`src/rtl/i2c_core_pkg.sv`:
```
// Shared types for the I2C target responder.
// State encoding, ACK levels and bit-counter width.
package i2c_core_pkg;

  localparam int BIT_CNT_W = 4;

  localparam logic I2C_ACK  = 1'b0;
  localparam logic I2C_NACK = 1'b1;

  typedef enum logic [2:0] {
    IDLE_S,
    ADDR_S,
    ADDR_ACK_S,
    WR_BYTE_S,
    WR_ACK_S,
    RD_BYTE_S,
    RD_ACK_S
  } tgt_state_e;

endpackage

```
`src/rtl/i2c_line_filter.sv`:
```
// Two-flop synchroniser plus run-length glitch filter for one bus line.
// Strobes are asserted in the first cycle the filtered level shows the new value.
module i2c_line_filter #(
  parameter int FILTER_LEN = 3
) (
  input  logic clk_i,
  input  logic arst_i,
  input  logic line_i,
  output logic level_o,
  output logic rise_o,
  output logic fall_o
);

  localparam int CW = $clog2(FILTER_LEN + 1);

  logic [1:0]    sync_q;
  logic          lvl_q, lvl_d;
  logic [CW-1:0] cnt_q, cnt_d;
  logic          rise_q, rise_d;
  logic          fall_q, fall_d;

  always_comb begin
    lvl_d = lvl_q;
    cnt_d = '0;
    if (sync_q[1] != lvl_q) begin
      cnt_d = cnt_q + 1'b1;
      if (cnt_d == CW'(FILTER_LEN)) begin
        lvl_d = sync_q[1];
        cnt_d = '0;
      end
    end
    rise_d = lvl_d & ~lvl_q;
    fall_d = ~lvl_d & lvl_q;
  end

  // Idle bus is high, so everything resets to the released level.
  always_ff @(posedge clk_i or posedge arst_i) begin
    if (arst_i) begin
      sync_q <= 2'b11;
      lvl_q  <= 1'b1;
      cnt_q  <= '0;
      rise_q <= 1'b0;
      fall_q <= 1'b0;
    end else begin
      sync_q <= {sync_q[0], line_i};
      lvl_q  <= lvl_d;
      cnt_q  <= cnt_d;
      rise_q <= rise_d;
      fall_q <= fall_d;
    end
  end

  assign level_o = lvl_q;
  assign rise_o  = rise_q;
  assign fall_o  = fall_q;

endmodule

```
`src/rtl/i2c_target_regs.sv`:
```
// I2C target responder mapping bus transfers onto an 8-bit register port.
// START/STOP detection and the transfer FSM live here.
module i2c_target_regs
  import i2c_core_pkg::*;
#(
  parameter logic [6:0] TARGET_ADDR     = 7'h48,
  parameter int         SYS_CLK_FREQ_HZ = 25000000,
  parameter int         I2C_FREQ_HZ     = 100000,
  parameter int         FILTER_LEN      = 3
) (
  input  logic       clk_i,
  input  logic       arst_i,
  input  logic       scl_i,
  input  logic       sda_i,
  output logic       sda_oe_o,
  output logic [7:0] reg_addr_o,
  output logic [7:0] reg_wdata_o,
  output logic       reg_write_o,
  output logic       reg_read_o,
  input  logic [7:0] reg_rdata_i,
  output logic       busy_o
);

  if (SYS_CLK_FREQ_HZ < 10 * I2C_FREQ_HZ) begin : g_bad_clk
    $error("SYS_CLK_FREQ_HZ must be >= 10*I2C_FREQ_HZ");
  end

  localparam logic [BIT_CNT_W-1:0] LAST_BIT = BIT_CNT_W'(8);

  logic scl_lvl, scl_rise, scl_fall;
  logic sda_lvl, sda_rise, sda_fall;
  logic start, stop;

  i2c_line_filter #(.FILTER_LEN(FILTER_LEN)) u_scl_filt (
    .clk_i  (clk_i),
    .arst_i (arst_i),
    .line_i (scl_i),
    .level_o(scl_lvl),
    .rise_o (scl_rise),
    .fall_o (scl_fall)
  );

  i2c_line_filter #(.FILTER_LEN(FILTER_LEN)) u_sda_filt (
    .clk_i  (clk_i),
    .arst_i (arst_i),
    .line_i (sda_i),
    .level_o(sda_lvl),
    .rise_o (sda_rise),
    .fall_o (sda_fall)
  );

  assign start = sda_fall & scl_lvl;
  assign stop  = sda_rise & scl_lvl;

  tgt_state_e           state_q, state_d;
  logic [BIT_CNT_W-1:0] bit_cnt_q, bit_cnt_d;
  logic [7:0]           sh_q, sh_d;
  logic                 rw_q, rw_d;
  logic                 first_q, first_d;
  logic                 sda_oe_q, sda_oe_d;
  logic [7:0]           reg_addr_q, reg_addr_d;
  logic [7:0]           reg_wdata_q, reg_wdata_d;
  logic                 reg_write_q, reg_write_d;
  logic                 reg_read_q, reg_read_d;
  logic [1:0]           rd_dly_q, rd_dly_d;
  logic                 busy_q, busy_d;

  always_comb begin
    state_d     = state_q;
    bit_cnt_d   = bit_cnt_q;
    sh_d        = sh_q;
    rw_d        = rw_q;
    first_d     = first_q;
    sda_oe_d    = sda_oe_q;
    reg_addr_d  = reg_addr_q;
    reg_wdata_d = reg_wdata_q;
    reg_write_d = 1'b0;
    reg_read_d  = 1'b0;
    rd_dly_d    = {rd_dly_q[0], reg_read_q};
    busy_d      = busy_q;

    // Pointer advances the cycle after each write strobe.
    if (reg_write_q) reg_addr_d = reg_addr_q + 8'd1;

    if (stop) begin
      state_d  = IDLE_S;
      sda_oe_d = 1'b0;
      busy_d   = 1'b0;
      rd_dly_d = '0;
    end else if (start) begin
      state_d   = ADDR_S;
      bit_cnt_d = '0;
      sda_oe_d  = 1'b0;
      rd_dly_d  = '0;
    end else begin
      unique case (state_q)
        IDLE_S: ;
        ADDR_S: begin
          if (scl_rise) begin
            sh_d      = {sh_q[6:0], sda_lvl};
            bit_cnt_d = bit_cnt_q + 1'b1;
          end else if (scl_fall && bit_cnt_q == LAST_BIT) begin
            if (sh_q[7:1] == TARGET_ADDR) begin
              state_d  = ADDR_ACK_S;
              sda_oe_d = ~I2C_ACK;
              busy_d   = 1'b1;
              rw_d     = sh_q[0];
            end else begin
              state_d = IDLE_S;
              busy_d  = 1'b0;
            end
          end
        end
        ADDR_ACK_S: begin
          if (scl_fall) begin
            sda_oe_d  = 1'b0;
            bit_cnt_d = '0;
            if (rw_q) begin
              reg_read_d = 1'b1;
              state_d    = RD_BYTE_S;
            end else begin
              first_d = 1'b1;
              state_d = WR_BYTE_S;
            end
          end
        end
        WR_BYTE_S: begin
          if (scl_rise) begin
            sh_d      = {sh_q[6:0], sda_lvl};
            bit_cnt_d = bit_cnt_q + 1'b1;
          end else if (scl_fall && bit_cnt_q == LAST_BIT) begin
            sda_oe_d = ~I2C_ACK;
            state_d  = WR_ACK_S;
          end
        end
        WR_ACK_S: begin
          if (scl_fall) begin
            sda_oe_d  = 1'b0;
            bit_cnt_d = '0;
            state_d   = WR_BYTE_S;
            if (first_q) begin
              reg_addr_d = sh_q;
              first_d    = 1'b0;
            end else begin
              reg_wdata_d = sh_q;
              reg_write_d = 1'b1;
            end
          end
        end
        RD_BYTE_S: begin
          if (rd_dly_q[1]) begin
            sh_d      = reg_rdata_i;
            sda_oe_d  = ~reg_rdata_i[7];
            bit_cnt_d = '0;
          end else if (scl_rise) begin
            bit_cnt_d = bit_cnt_q + 1'b1;
          end else if (scl_fall) begin
            if (bit_cnt_q == LAST_BIT) begin
              sda_oe_d = 1'b0;
              state_d  = RD_ACK_S;
            end else begin
              sh_d     = {sh_q[6:0], 1'b0};
              sda_oe_d = ~sh_q[6];
            end
          end
        end
        RD_ACK_S: begin
          if (scl_rise) begin
            sh_d[0] = sda_lvl;
          end else if (scl_fall) begin
            if (sh_q[0] == I2C_ACK) begin
              reg_addr_d = reg_addr_q + 8'd1;
              reg_read_d = 1'b1;
              bit_cnt_d  = '0;
              state_d    = RD_BYTE_S;
            end else begin
              state_d = IDLE_S;
            end
          end
        end
        default: state_d = IDLE_S;
      endcase
    end
  end

  always_ff @(posedge clk_i or posedge arst_i) begin
    if (arst_i) begin
      state_q     <= IDLE_S;
      bit_cnt_q   <= '0;
      sh_q        <= '0;
      rw_q        <= 1'b0;
      first_q     <= 1'b0;
      sda_oe_q    <= 1'b0;
      reg_addr_q  <= '0;
      reg_wdata_q <= '0;
      reg_write_q <= 1'b0;
      reg_read_q  <= 1'b0;
      rd_dly_q    <= '0;
      busy_q      <= 1'b0;
    end else begin
      state_q     <= state_d;
      bit_cnt_q   <= bit_cnt_d;
      sh_q        <= sh_d;
      rw_q        <= rw_d;
      first_q     <= first_d;
      sda_oe_q    <= sda_oe_d;
      reg_addr_q  <= reg_addr_d;
      reg_wdata_q <= reg_wdata_d;
      reg_write_q <= reg_write_d;
      reg_read_q  <= reg_read_d;
      rd_dly_q    <= rd_dly_d;
      busy_q      <= busy_d;
    end
  end

  assign sda_oe_o    = sda_oe_q;
  assign reg_addr_o  = reg_addr_q;
  assign reg_wdata_o = reg_wdata_q;
  assign reg_write_o = reg_write_q;
  assign reg_read_o  = reg_read_q;
  assign busy_o      = busy_q;

endmodule

```
`config.mk`:
```
export PLATFORM = sky130hd
export DESIGN_NAME = i2c_target_regs
export DESIGN_NICKNAME = d
export VERILOG_FILES = /design/src/rtl/i2c_core_pkg.sv /design/src/rtl/i2c_line_filter.sv /design/src/rtl/i2c_target_regs.sv
export SDC_FILE = /design/constraint.sdc
export NUM_CORES = 1
export LEC_CHECK = 0
export CAP_MARGIN = 20
export CORE_ASPECT_RATIO = 0.7
export CORE_MARGIN = 3
export CORE_UTILIZATION = 35
export DETAILED_ROUTE_END_ITERATION = 10
export DONT_BUFFER_PORTS = 1
export MAX_ROUTING_LAYER = met4
export PLACE_DENSITY_LB_ADDON = 0.3
export SYNTH_ARGS = -nofsm -noshare
export SYNTH_HDL_FRONTEND = slang
export SYNTH_SLANG_ARGS = --single-unit
```
`constraint.sdc`:
```
create_clock -name clk_i -period 4.7 [get_ports clk_i]
set_input_delay 0.94 -clock clk_i [delete_from_list [all_inputs] [get_ports clk_i]]
set_output_delay 0.94 -clock clk_i [all_outputs]
set_load 0.005 [all_outputs]
```
==> impl_metrics.yaml, run 1 <==
final_layout:
  drive_gt1_share_pct: 10.9
  final-instance-count-excl-fill: 394
  fin_nets: 307
  most_frequent_cells_in_the_layout: "dfrtp_1, nor2_1, nand2_1"
  fin_area_um2: 3110
  growth_of_design_area_from_synthesis_to_finish_pct: 7.01
  area_occupied_by_registers_um2: 1330
  fill_cells: 801
  area_used_by_multi_input_combinational_logic_um2: 1450
  final_common_cell: "dfrtp_1"
  finish.utilization_pct: 39.1
  antenna_cells_inserted: 0
sta:
  maxSlewHeadroom_pct: 39.9
  finClkSkew_ns: 0.0102
  rsz0062_at_grt: "no"
  finalHoldViolations: 0
  final.setup.tns_ns: 0
  achievable-frequency_mhz: 400
  setup_viol_count_final: 0
  final.min_clock_period_ns: 2.50
  timing_worst_slew_pin_value_ns: 0.900
  period_share_pct: 53.2
  finalMaxSlewViolations: 0
pwr:
  ir_worst_vdd_v: 0.000228
  pwr_density_cell_nw_per_um2: 393
  power.static_leakage_nw: 1.37
  power.total_mw: 1.22
global_routing:
  grt_start_max_net_pins: 54
  first_global_vias: 2074
  global_route.usage.total_pct: 15.5
  grt_pass1_wl_um: 11000
  antenna_found_initial: 0
  grt_remaining_overflow: 0
cts:
  cts_buffers: 5
  post_cts_resize_count: 0
  clock_sinks: 53
  clk_latency_ns: 0.30
  root_buffer: "clkbuf_16"
  clk_pin_slew_worst_paths_ns: 0.07
  htreeDepth: 2
  cts_tree: "built"
  max-clock-path-buffers: 2
  post_cts_hold_buffer_count: 0
  cts_setup_buffers: 0
synth:
  yosys_top_cell_area_share_pct: 40.4
  synthArstFlopShare_pct: 100
  yosysWarningCount: 0
  synth_ff_type: "dfrtp_1"
  synthDominantAreaCellType: "dfrtp_1"
  synthesis.area_um2: 2910
  synth.lib_cells_used.distinct: 61
  synth.avg_cell_area_um2: 9.64
  synth.area.top_cells: "dfrtp_1, dfstp_2, mux2_2"
  synthCells: 302
  synth-seq-area-share_pct: 45.8
  ys_ff_latch: 53
  synth.net_count: 317
  synth_enable_flop_cells: 0
floorplan:
  die_area_um2: 9460
  core_area_um2: 7970
  chipHeight_um: 82.3
  rows: 27
  floorplan.io_pins: 32
  die_w_um: 115
  starting_density_of_the_core_pct: 36.5
setup_path:
  crit_path_end_kind: "flop"
  worst-r2r-cell-count: 5
  critical_path_required_ns: 4.88
  worstPathArrival_ns: 2.69
  worst-setup-path-type: "flop to flop"
  critical_path.reg2reg.startpoint: "state_q[2]"
  worst-path-max-fanout: 19
  worstSetupStartpoint: "state_q[2]"
  worstSetupStartpointType: "flop"
drt:
  drtPass1Iterations: 5
  detail_route.wirelength_um: 6580
  vias: 2219
  detail_route.drc_violations: 0
  vias_per_cell: 5.63
  wire_per_inst_um: 16.7
  drt_iter0_drc: 283
  antenna_violation_net_count_after_detailed_routing: 0
worst_hold_path:
  worst_hold_path.num_cells: 0
  holdCritStartpoint: "u_sda_filt.sync_q[0]"
  worstHoldPathType: "flop to flop"
placed_design:
  dpl.cell_count: 386
  gp_routability_congestion: 0.827
  postPlaceCellArea_um2: 2960
  portBuffers: 0
  dp_hpwl_um: 4630
flow_run:
  number_of_violations_of_the_max_capacitance_limit: 0
status:
  run_status: "completed"
==> per-layer routing <==
layer,global-route usage (%),part of all wire [%]
met1,22.9,51
met2,20.0,40
met3,4.01,8.1
met4,5.39,1.5
met5,-,0
==> cells in the mapped netlist, types with 2 or more instances <==
master / n
a211oi_1: 3
a21oi_1: 22
a221o_1: 3
a22o_1: 2
a22oi_1: 4
a31oi_1: 3
and2_1: 5
and3_1: 4
and3b_1: 3
buf_2: 6
buf_4: 2
clkbuf_1: 10
dfrtp_1: 47
dfstp_2: 6
ha_1: 3
inv_1: 9
mux2_2: 10
mux2i_1: 11
nand2_1: 23
nand2b_1: 5
nand3_1: 5
nand3b_1: 2
nand4_1: 7
nor2_1: 27
nor2b_1: 10
nor3_1: 6
nor3b_1: 2
nor4_1: 2
o211ai_1: 2
o21ai_0: 17
o221ai_1: 2
xnor2_1: 5
xor2_1: 6
==> power by group <==
group	leakage (nW)	switching (mW)	total [mW]	internal, mW
registers	0.673	0.111	0.637	0.526
clock network	0.0775	0.172	0.387	0.215
logic	0.617	0.109	0.200	0.0908
==> metrics by stage <==
stage          hold WS [ns]  setup slack (ns)
2_1_floorplan         0.345              2.48
3_3_place_gp          0.346              2.31
3_5_place_dp          0.354              2.20
4_1_cts               0.362              2.21
5_1_grt               0.360              1.93
6_report              0.360              2.20
==> sequential cells by signal (all words and copies together), names as in the netlist, 2 cells and up <==
| signal | flops |
|---|---|
| reg_addr_o | 8 |
| reg_wdata_o | 8 |
| sh_q | 8 |
| bit_cnt_q | 4 |
| state_q | 3 |
| rd_dly_q | 2 |
| u_scl_filt.cnt_q | 2 |
| u_scl_filt.sync_q | 2 |
| u_sda_filt.cnt_q | 2 |
| u_sda_filt.sync_q | 2 |
==> area by class of cell <==
class                           instances  area share (%)
Clock inverter                          2           0.562
Sequential cell                        53            42.8
Multi-Input combinational cell        220            46.4
Clock buffer                            6            4.46
Timing Repair Buffer                    2           0.482
Tap cell                              101            4.06
Inverter                               10            1.21
==> final timing paths <==
check                                  endpoint  slack [ns]
min reg2reg                u_sda_filt.sync_q[1]        0.36
min in group asynchronous        reg_wdata_o[2]        0.70
max in group asynchronous         reg_addr_o[0]        3.55
min                        u_sda_filt.sync_q[1]        0.36
max                                     sh_q[0]        2.20
max reg2reg                             sh_q[0]        2.20
==> logic make-up (layout without fill, tap and decap cells) <==
family / after synthesis / in the layout / synth area share (%)
buffers and inverters: 29 / 20 / 4.51
AOI/OAI and AO/OA: 76 / 76 / 17.4
and+or+nand+nor: 108 / 108 / 19.5
DFF: 53 / 53 / 45.8
muxes: 21 / 21 / 7.65
adders and majority gates: 3 / 3 / 1.29
xor gates and xnor gates: 12 / 12 / 3.87
==> critical path, stage by stage (launching register included) <==
cell and delay (ns):
dfrtp_1 0.77, and2b_1 0.35, nand3_1 0.13, a211oi_2 0.76, o221ai_1 0.24, o31a_1 0.14
Note: power is estimated with default switching activity, not from simulation.
==> run 2, diff against run 1 <==
clock period = 2.3 ns   (was 4.7 ns; I/O delays follow)
==> run 2 against run 1 <==
Against the previous run:
- register-to-register slack worse by 2.0 ns
- via count grew 4.3%
- hold slack lost 0.30 ns
- non-clock buffer count is 16 higher
- sequential power grew 98%
- worst setup slack lost 2.0 ns
- flip-flop and latch count unchanged
- power up 120%
- combinational power increased to 2.5 times the previous value
- critical path type unchanged
- highest routed layer unchanged
==> impl_metrics.yaml, run 2 (synthesis results as in run 1) <==
status:
  run_status: "completed"
placed_design:
  dp_hpwl_um: 5250
  preCtsSetupSlack_ns: 0.228
  gp_routability_congestion: 0.900
  portBuffers: 0
global_routing:
  first_global_vias: 2186
  grt_remaining_overflow: 0
  grt_pass1_wl_um: 11800
  grt_start_max_net_pins: 26
  antenna_found_initial: 0
  global_route.usage.total_pct: 16.0
cts:
  clock_sinks: 53
  clk_latency_ns: 0.29
  htreeDepth: 2
  cts_buffers: 5
  post_cts_resize_count: 0
  post_cts_hold_buffer_count: 0
  cts_setup_buffers: 0
  cts_tree: "built"
  clk_pin_slew_worst_paths_ns: 0.08
  max-clock-path-buffers: 2
  root_buffer: "clkbuf_16"
final_layout:
  drive_gt1_share_pct: 15.5
  final_common_cell: "dfrtp_1"
  antenna_cells_inserted: 0
  finish.utilization_pct: 40.9
  growth_of_design_area_from_synthesis_to_finish_pct: 12.0
  most_frequent_cells_in_the_layout: "dfrtp_1, nor2_1, nand2_1"
  fin_nets: 323
drt:
  wire_per_inst_um: 17.0
  drt_iter0_drc: 199
  drtPass1Iterations: 4
  vias_per_cell: 5.64
  detail_route.wirelength_um: 6970
  vias: 2314
  detail_route.drc_violations: 0
  antenna_violation_net_count_after_detailed_routing: 0
setup_path:
  worst-path-max-fanout: 5
  cp-endpoint: "state_q[0]"
  worst-setup-path-type: "flop to flop"
  r2r_end: "state_q[0]"
  rrSetupSlack_ns: 0.19
  critical_path.reg2reg.startpoint: "bit_cnt_q[0]"
  worstSetupStartpointType: "flop"
  worstSetupStartpoint: "bit_cnt_q[0]"
  critical-path-slowest-cell: "or4_1"
  crit_path_end_kind: "flop"
  cp_top_delay_family: "simple AND/OR/NAND/NOR gates"
  worstPathArrival_ns: 2.32
  critical_path_required_ns: 2.51
  path_cells: "inv_1, ha_1, nand3b_1, o211a_1, or3_4, or4_1, a21oi_1"
  path_depth: 7
  critical_path.n_buffers_inverters: 1
  timing.critical_path.slowest_cell_delay_ns: 0.48
  worst-r2r-cell-count: 7
worst_hold_path:
  worstHoldPathType: "primary input to asynchronous set/reset pin"
sta:
  finalHoldViolations: 0
  final.min_clock_period_ns: 2.11
  setup_viol_count_final: 0
  finClkSkew_ns: 0.0144
  rsz0062_at_grt: "no"
  achievable-frequency_mhz: 474
  finalMaxSlewViolations: 0
  timing_worst_slew_pin_value_ns: 0.508
  setup_ws_ns: 0.191
  period_share_pct: 91.7
  final.setup.tns_ns: 0
  maxSlewHeadroom_pct: 66.1
flow_run:
  number_of_violations_of_the_max_capacitance_limit: 0
floorplan:
  chipHeight_um: 82.3
  die_area_um2: 9460
  die_w_um: 115
  floorplan.io_pins: 32
  rows: 27
  core_area_um2: 7970
  starting_density_of_the_core_pct: 36.5
pwr:
  power.static_leakage_nw: 1.46
  pwr_density_cell_nw_per_um2: 816
  ir_worst_vdd_v: 0.000428
[run 2: layout make-up]
class / count / area (µm²)
inverter: 10 / 37.5
multi-input combinational: 220 / 1450
sequential: 53 / 1330
clock inverter: 2 / 41.3
clock buffer: 6 / 139
timing repair buffer: 18 / 135
tap: 101 / 126
fill: 771 / 4710
[run 2: metal layers]
metal	up-vias	GRT usage, %	wire length [µm]
li1	1098	-	-
met1	1141	24.6	3480
met2	70	22.1	2940
met3	5	3.13	512
met4	0	2.34	40
met5	-	-	0
[run 2: how the worst min path moves through the flow]
| stage | startpoint | to | slack [ns] | cells after the start |
|---|---|---|---|---|
| 2_1_floorplan | u_scl_filt.sync_q[0] | u_scl_filt.sync_q[1] | 0.35 | 0 |
| 3_3_place_gp | u_sda_filt.sync_q[0] | u_sda_filt.sync_q[1] | 0.35 | 0 |
| 3_5_place_dp | u_scl_filt.sync_q[0] | u_scl_filt.sync_q[1] | 0.35 | 0 |
| 4_1_cts | arst_i | sh_q[0] | 0.08 | 1 |
| 5_1_grt | arst_i | reg_wdata_o[2] | 0.09 | 1 |
| 6_report | arst_i | sh_q[0] | 0.06 | 1 |
[run 2: metrics by stage]
| stage | cell area, µm² | cells | total power [mW] | hold slack, ns |
|---|---|---|---|---|
| 3_3_place_gp | 3080 | 402 | 1.78 | 0.346 |
| 4_1_cts | 3260 | 410 | 2.69 | 0.0772 |
| 3_5_place_dp | 3080 | 402 | 1.78 | 0.351 |
| 2_1_floorplan | 2910 | 302 | 1.60 | 0.345 |
| 6_report | 3260 | 410 | 2.66 | 0.0630 |
| 5_1_grt | 3260 | 410 | 2.82 | 0.0936 |
[run 2: report_power, final]
group / internal [mW] / total [mW] / switching, mW
combinational: 0.228 / 0.500 / 0.272
sequential: 1.08 / 1.26 / 0.188
clock: 0.551 / 0.896 / 0.344
total: 1.86 / 2.66 / 0.804
==> run 3, diff against run 2 <==
SLEW_MARGIN = 20   (was default)
clock period = 1.8 ns   (was 2.3 ns; I/O delays follow)
==> run 3 against run 2 <==
Against the previous run:
- cell count up 8.3%
- non-clock buffer count up 34
- highest routed layer unchanged
- die area unchanged
- sequential share of layout area down 3.6 points
- maximum frequency up 12%
- clock-buffer cell count unchanged
- hold slack worse by 0.070 ns
- critical path depth unchanged
- first-iteration DRC count down 5.0%
- the flow now finishes with violations (hold timing, setup timing)
==> impl_metrics.yaml, run 3 (synthesis results as in run 1) <==
final_layout:
  antenna_cells_inserted: 0
  fill_cells: 762
  final_common_cell: "buf_4"
  most_frequent_cells_in_the_layout: "buf_4, dfrtp_1, nor2_1"
  fin_nets: 357
  growth_of_design_area_from_synthesis_to_finish_pct: 23.0
  fin_area_um2: 3580
  drive_gt1_share_pct: 28.6
sta:
  setup_ws_ns: -0.0784
  achievable-frequency_mhz: 532
  setup_viol_count_final: 1
  hold_ws_ns: -0.00709
  finClkSkew_ns: 0.0110
  period_share_pct: 104
  finalMaxSlewViolations: 0
  final.min_clock_period_ns: 1.88
  finalHoldViolations: 24
  maxSlewHeadroom_pct: 77.6
  timing_worst_slew_pin_value_ns: 0.332
  rsz0062_at_grt: "yes"
setup_path:
  worst-path-max-fanout: 3
  worstPathArrival_ns: 2.10
  critical_path_required_ns: 2.02
  worstSetupStartpointType: "flop"
  worst-setup-path-type: "flop to flop"
  crit_path_end_kind: "flop"
placed_design:
  postPlaceCellArea_um2: 3310
  preCtsSetupSlack_ns: -0.0860
  portBuffers: 0
  dp_hpwl_um: 5460
  gp_routability_congestion: 0.924
global_routing:
  grt_pass1_wl_um: 12300
  antenna_found_initial: 0
  grt_remaining_overflow: 0
  first_global_vias: 2324
  grt_start_max_net_pins: 54
  global_route.usage.total_pct: 17.1
drt:
  antenna_violation_net_count_after_detailed_routing: 0
  detail_route.drc_violations: 0
  drtPass1Iterations: 4
  vias_per_cell: 5.49
  drt_iter0_drc: 189
  detail_route.wirelength_um: 7530
  vias: 2438
  wire_per_inst_um: 17.0
floorplan:
  die_area_um2: 9460
  starting_density_of_the_core_pct: 36.5
  chipHeight_um: 82.3
  floorplan.io_pins: 32
  core_area_um2: 7970
  rows: 27
  die_w_um: 115
pwr:
  power.total_mw: 3.53
  pwr_density_cell_nw_per_um2: 987
  power.static_leakage_nw: 1.62
  ir_worst_vdd_v: 0.000546
cts:
  max-clock-path-buffers: 2
  clock_sinks: 53
  htreeDepth: 2
  cts_buffers: 5
  clk_pin_slew_worst_paths_ns: 0.08
  cts_tree: "built"
  root_buffer: "clkbuf_16"
  clk_latency_ns: 0.30
flow_run:
  number_of_violations_of_the_max_capacitance_limit: 0
status:
  failing_checks: "hold timing, setup timing"
  run_status: "complete, but fails checks"
worst_hold_path:
  worstHoldPathType: "primary input to asynchronous set/reset pin"
-- run 3: layer usage --
layer | vias to the layer above | GRT usage, % | routed length (µm)
met4 | 0 | 2.93 | 64
met1 | 1183 | 26.4 | 3880
li1 | 1170 | - | -
met5 | - | - | 0
met2 | 76 | 23.0 | 3030
met3 | 9 | 3.71 | 559
-- run 3: final timing paths --
| kind | from | endpoint | slack (ns) | cells after the start |
|---|---|---|---|---|
| worst min-delay path | arst_i | sh_q[0] | -0.007 | 2 |
| worst max-delay path | bit_cnt_q[1] | state_q[0] | -0.08 | 7 |
| max in group asynchronous | arst_i | u_scl_filt.sync_q[1] | 1.53 | 2 |
| worst min register to register | u_scl_filt.sync_q[0] | u_scl_filt.sync_q[1] | 0.36 | 0 |
| worst max register to register | bit_cnt_q[1] | state_q[0] | -0.08 | 7 |
| min in group clk_i | scl_i | u_scl_filt.sync_q[0] | 0.06 | 0 |
-- run 3: power breakdown --
part	switching [mW]	total (mW)	internal (mW)
clock	0.452	1.01	0.559
combinational	0.510	0.976	0.466
sequential	0.170	1.55	1.37
total	1.13	3.53	2.40
-- run 3: final cells by class --
cell class | instances | area, µm² | share of cell area [%]
Inverter | 10 | 37.5 | 1.05
Sequential cell | 53 | 1340 | 37.3
Multi-Input combinational cell | 220 | 1520 | 42.3
Tap cell | 101 | 126 | 3.53
Clock inverter | 2 | 16.3 | 0.454
Clock buffer | 6 | 139 | 3.88
Timing Repair Buffer | 52 | 410 | 11.5
-- run 3: worst max-delay path, cell delays in order, from the launching register on --
cell      delay, ns
dfrtp_1        0.39
inv_2          0.06
ha_1           0.13
nand3b_1       0.11
o211a_1        0.16
or3_4          0.38
or4_4          0.43
a21oi_2        0.14
-- run 3: repair_timing --
action / in CTS / in global routing
hold buffers: 0 / 0
gates resized for setup: 1 / 22
endpoints found under the setup margin: 12 / 23
gates cloned: 0 / 1
pin swaps: 0 / 8
buffers inserted: 1 / 3
-- run 3: stage by stage --
stage	utilization, %	setup TNS (ns)	instances
after floorplan	-	-0.0297	302
final	44.9	-0.0784	444
after global placement	41.5	-0.124	431
after detailed placement	41.5	-0.395	431
after CTS	43.6	-0.677	440
after global routing	44.9	-0.843	444
==> edit (config.mk and constraints of run 3) <==
`FILTER_LEN` is set to 3 in 2 places; all go to 6.
--- a/src/rtl/i2c_line_filter.sv
+++ b/src/rtl/i2c_line_filter.sv
@@ -1,7 +1,7 @@
 // Two-flop synchroniser plus run-length glitch filter for one bus line.
 // Strobes are asserted in the first cycle the filtered level shows the new value.
 module i2c_line_filter #(
-  parameter int FILTER_LEN = 3
+  parameter int FILTER_LEN = 6
 ) (
   input  logic clk_i,
   input  logic arst_i,
--- a/src/rtl/i2c_target_regs.sv
+++ b/src/rtl/i2c_target_regs.sv
@@ -6,7 +6,7 @@
   parameter logic [6:0] TARGET_ADDR     = 7'h48,
   parameter int         SYS_CLK_FREQ_HZ = 25000000,
   parameter int         I2C_FREQ_HZ     = 100000,
-  parameter int         FILTER_LEN      = 3
+  parameter int         FILTER_LEN      = 6
 ) (
   input  logic       clk_i,
   input  logic       arst_i,
Function: no difference found for any inputs over 10 cycles, from zero or initial values and one cycle with arst_i high; that may be too few to reach the edited logic, so the function may still have changed.
==> edit against run 3 <==
  * The run ends with negative hold slack left
  * Synthesized cell count rose by 8.3%
  * Wire length rose by 1.8%
  * Sequential cell count rose by 2
  * Worst setup slack improved by 0.098 ns
  * Synthesized area rose by 11%
  * Global-route usage fell by 1.8 points
  * Highest routed layer unchanged
  * Final area rose by 7.7%
  * Critical endpoint is now reg_addr_o[5]
Power is not compared: it rests on default switching activity, and its combinational part moved more than twofold at a synthesized area within 25%.
==> edit: results <==
{
  "grt.met2_usage": 0.198,
  "post-dp-hpwl_um": 5710,
  "violated_checks": "negative hold slack",
  "met1_usage": 0.239,
  "cts-buffers-inserted": 5,
  "finish.net_count": 377,
  "clkPwrFrac": 0.404,
  "post_synth_main_area_contributors": "dfrtp_1 38%, dfstp_2 4.9%, nor2_1 4.8%, mux2_1 3.8%, xor2_1 3.8%",
  "sequential_share_of_the_synthesized_area": 0.428,
  "mean_instance_size_in_the_synthesized_netlist_um2": 9.88,
  "synthesized_area_fraction_occupied_by_ao_oa_aoi_and_oai_cells": 0.155,
  "drive_above_1_share": 0.253,
  "placed_cells": 468,
  "routed_wl_um": 7670,
  "post_drt_wl_per_cell_um": 16.0,
  "whs_ns": -0.0247,
  "grt_antenna_before_repair": 0,
  "cpPeakStageDelay_ns": 0.49,
  "drt-initial-drc-count": 172,
  "critical_path.max_fanout": 7,
  "synth.lib_cells_used.distinct": 64,
  "grt_use_met3": 0.0417,
  "worstPathArrival_ns": 1.97,
  "yosys.area_share.adder": 0.0271,
  "dpl_worst_slack_ns": -0.0219,
  "finalHoldViolations": 17,
  "global_route.usage.total": 0.154,
  "top_cells_by_count_synth": "49 x dfrtp_1, 41 x nor2_1, 29 x nand2_1, 14 x xor2_1, 12 x mux2i_1",
  "status": "finished with violations",
  "postSynthNetCount": 346,
  "cp_slowest_cell": "dfrtp_1",
  "weighted_congestion_reported_at_the_end_of_routability_driven_placement": 0.957,
  "number_of_vias_per_cell": 5.37,
  "muxShareOfSynthArea": 0.0825,
  "fin_skew_ns": 0.00590,
  "post_dp_cell_area_mm2": 0.00360,
  "grt_pass1_wl_um": 12400,
  "insertion_delay_ns": 0.30,
  "relSlewSlack": 0.709,
  "met3RoutedLength_um": 648,
  "fill_cells": 827,
  "grt_start_max_net_pins": 56,
  "met2_length_um": 3090,
  "synth_xor_area_frac": 0.0488,
  "first_global_vias": 2406
}
==> edit: final timing paths <==
check	cells after the start	startpoint	to	slack [ns]
max reg2reg	5	sh_q[0]	reg_addr_o[5]	0.02
max in group asynchronous	2	arst_i	u_scl_filt.level_o	1.53
max	5	sh_q[0]	reg_addr_o[5]	0.02
min in group clk_i	0	sda_i	u_sda_filt.sync_q[0]	0.05
min reg2reg	0	u_sda_filt.sync_q[0]	u_sda_filt.sync_q[1]	0.36
min	2	arst_i	reg_wdata_o[0]	-0.02
==> edit: cell type report <==
| cell class | count | area, µm² | area share |
|---|---|---|---|
| Clock inverter | 3 | 50.0 | 0.0130 |
| Multi-Input combinational cell | 246 | 1760 | 0.456 |
| Clock buffer | 5 | 125 | 0.0325 |
| Sequential cell | 55 | 1390 | 0.360 |
| Tap cell | 120 | 150 | 0.0389 |
| Timing Repair Buffer | 42 | 353 | 0.0915 |
| Inverter | 8 | 30.0 | 0.00779 |
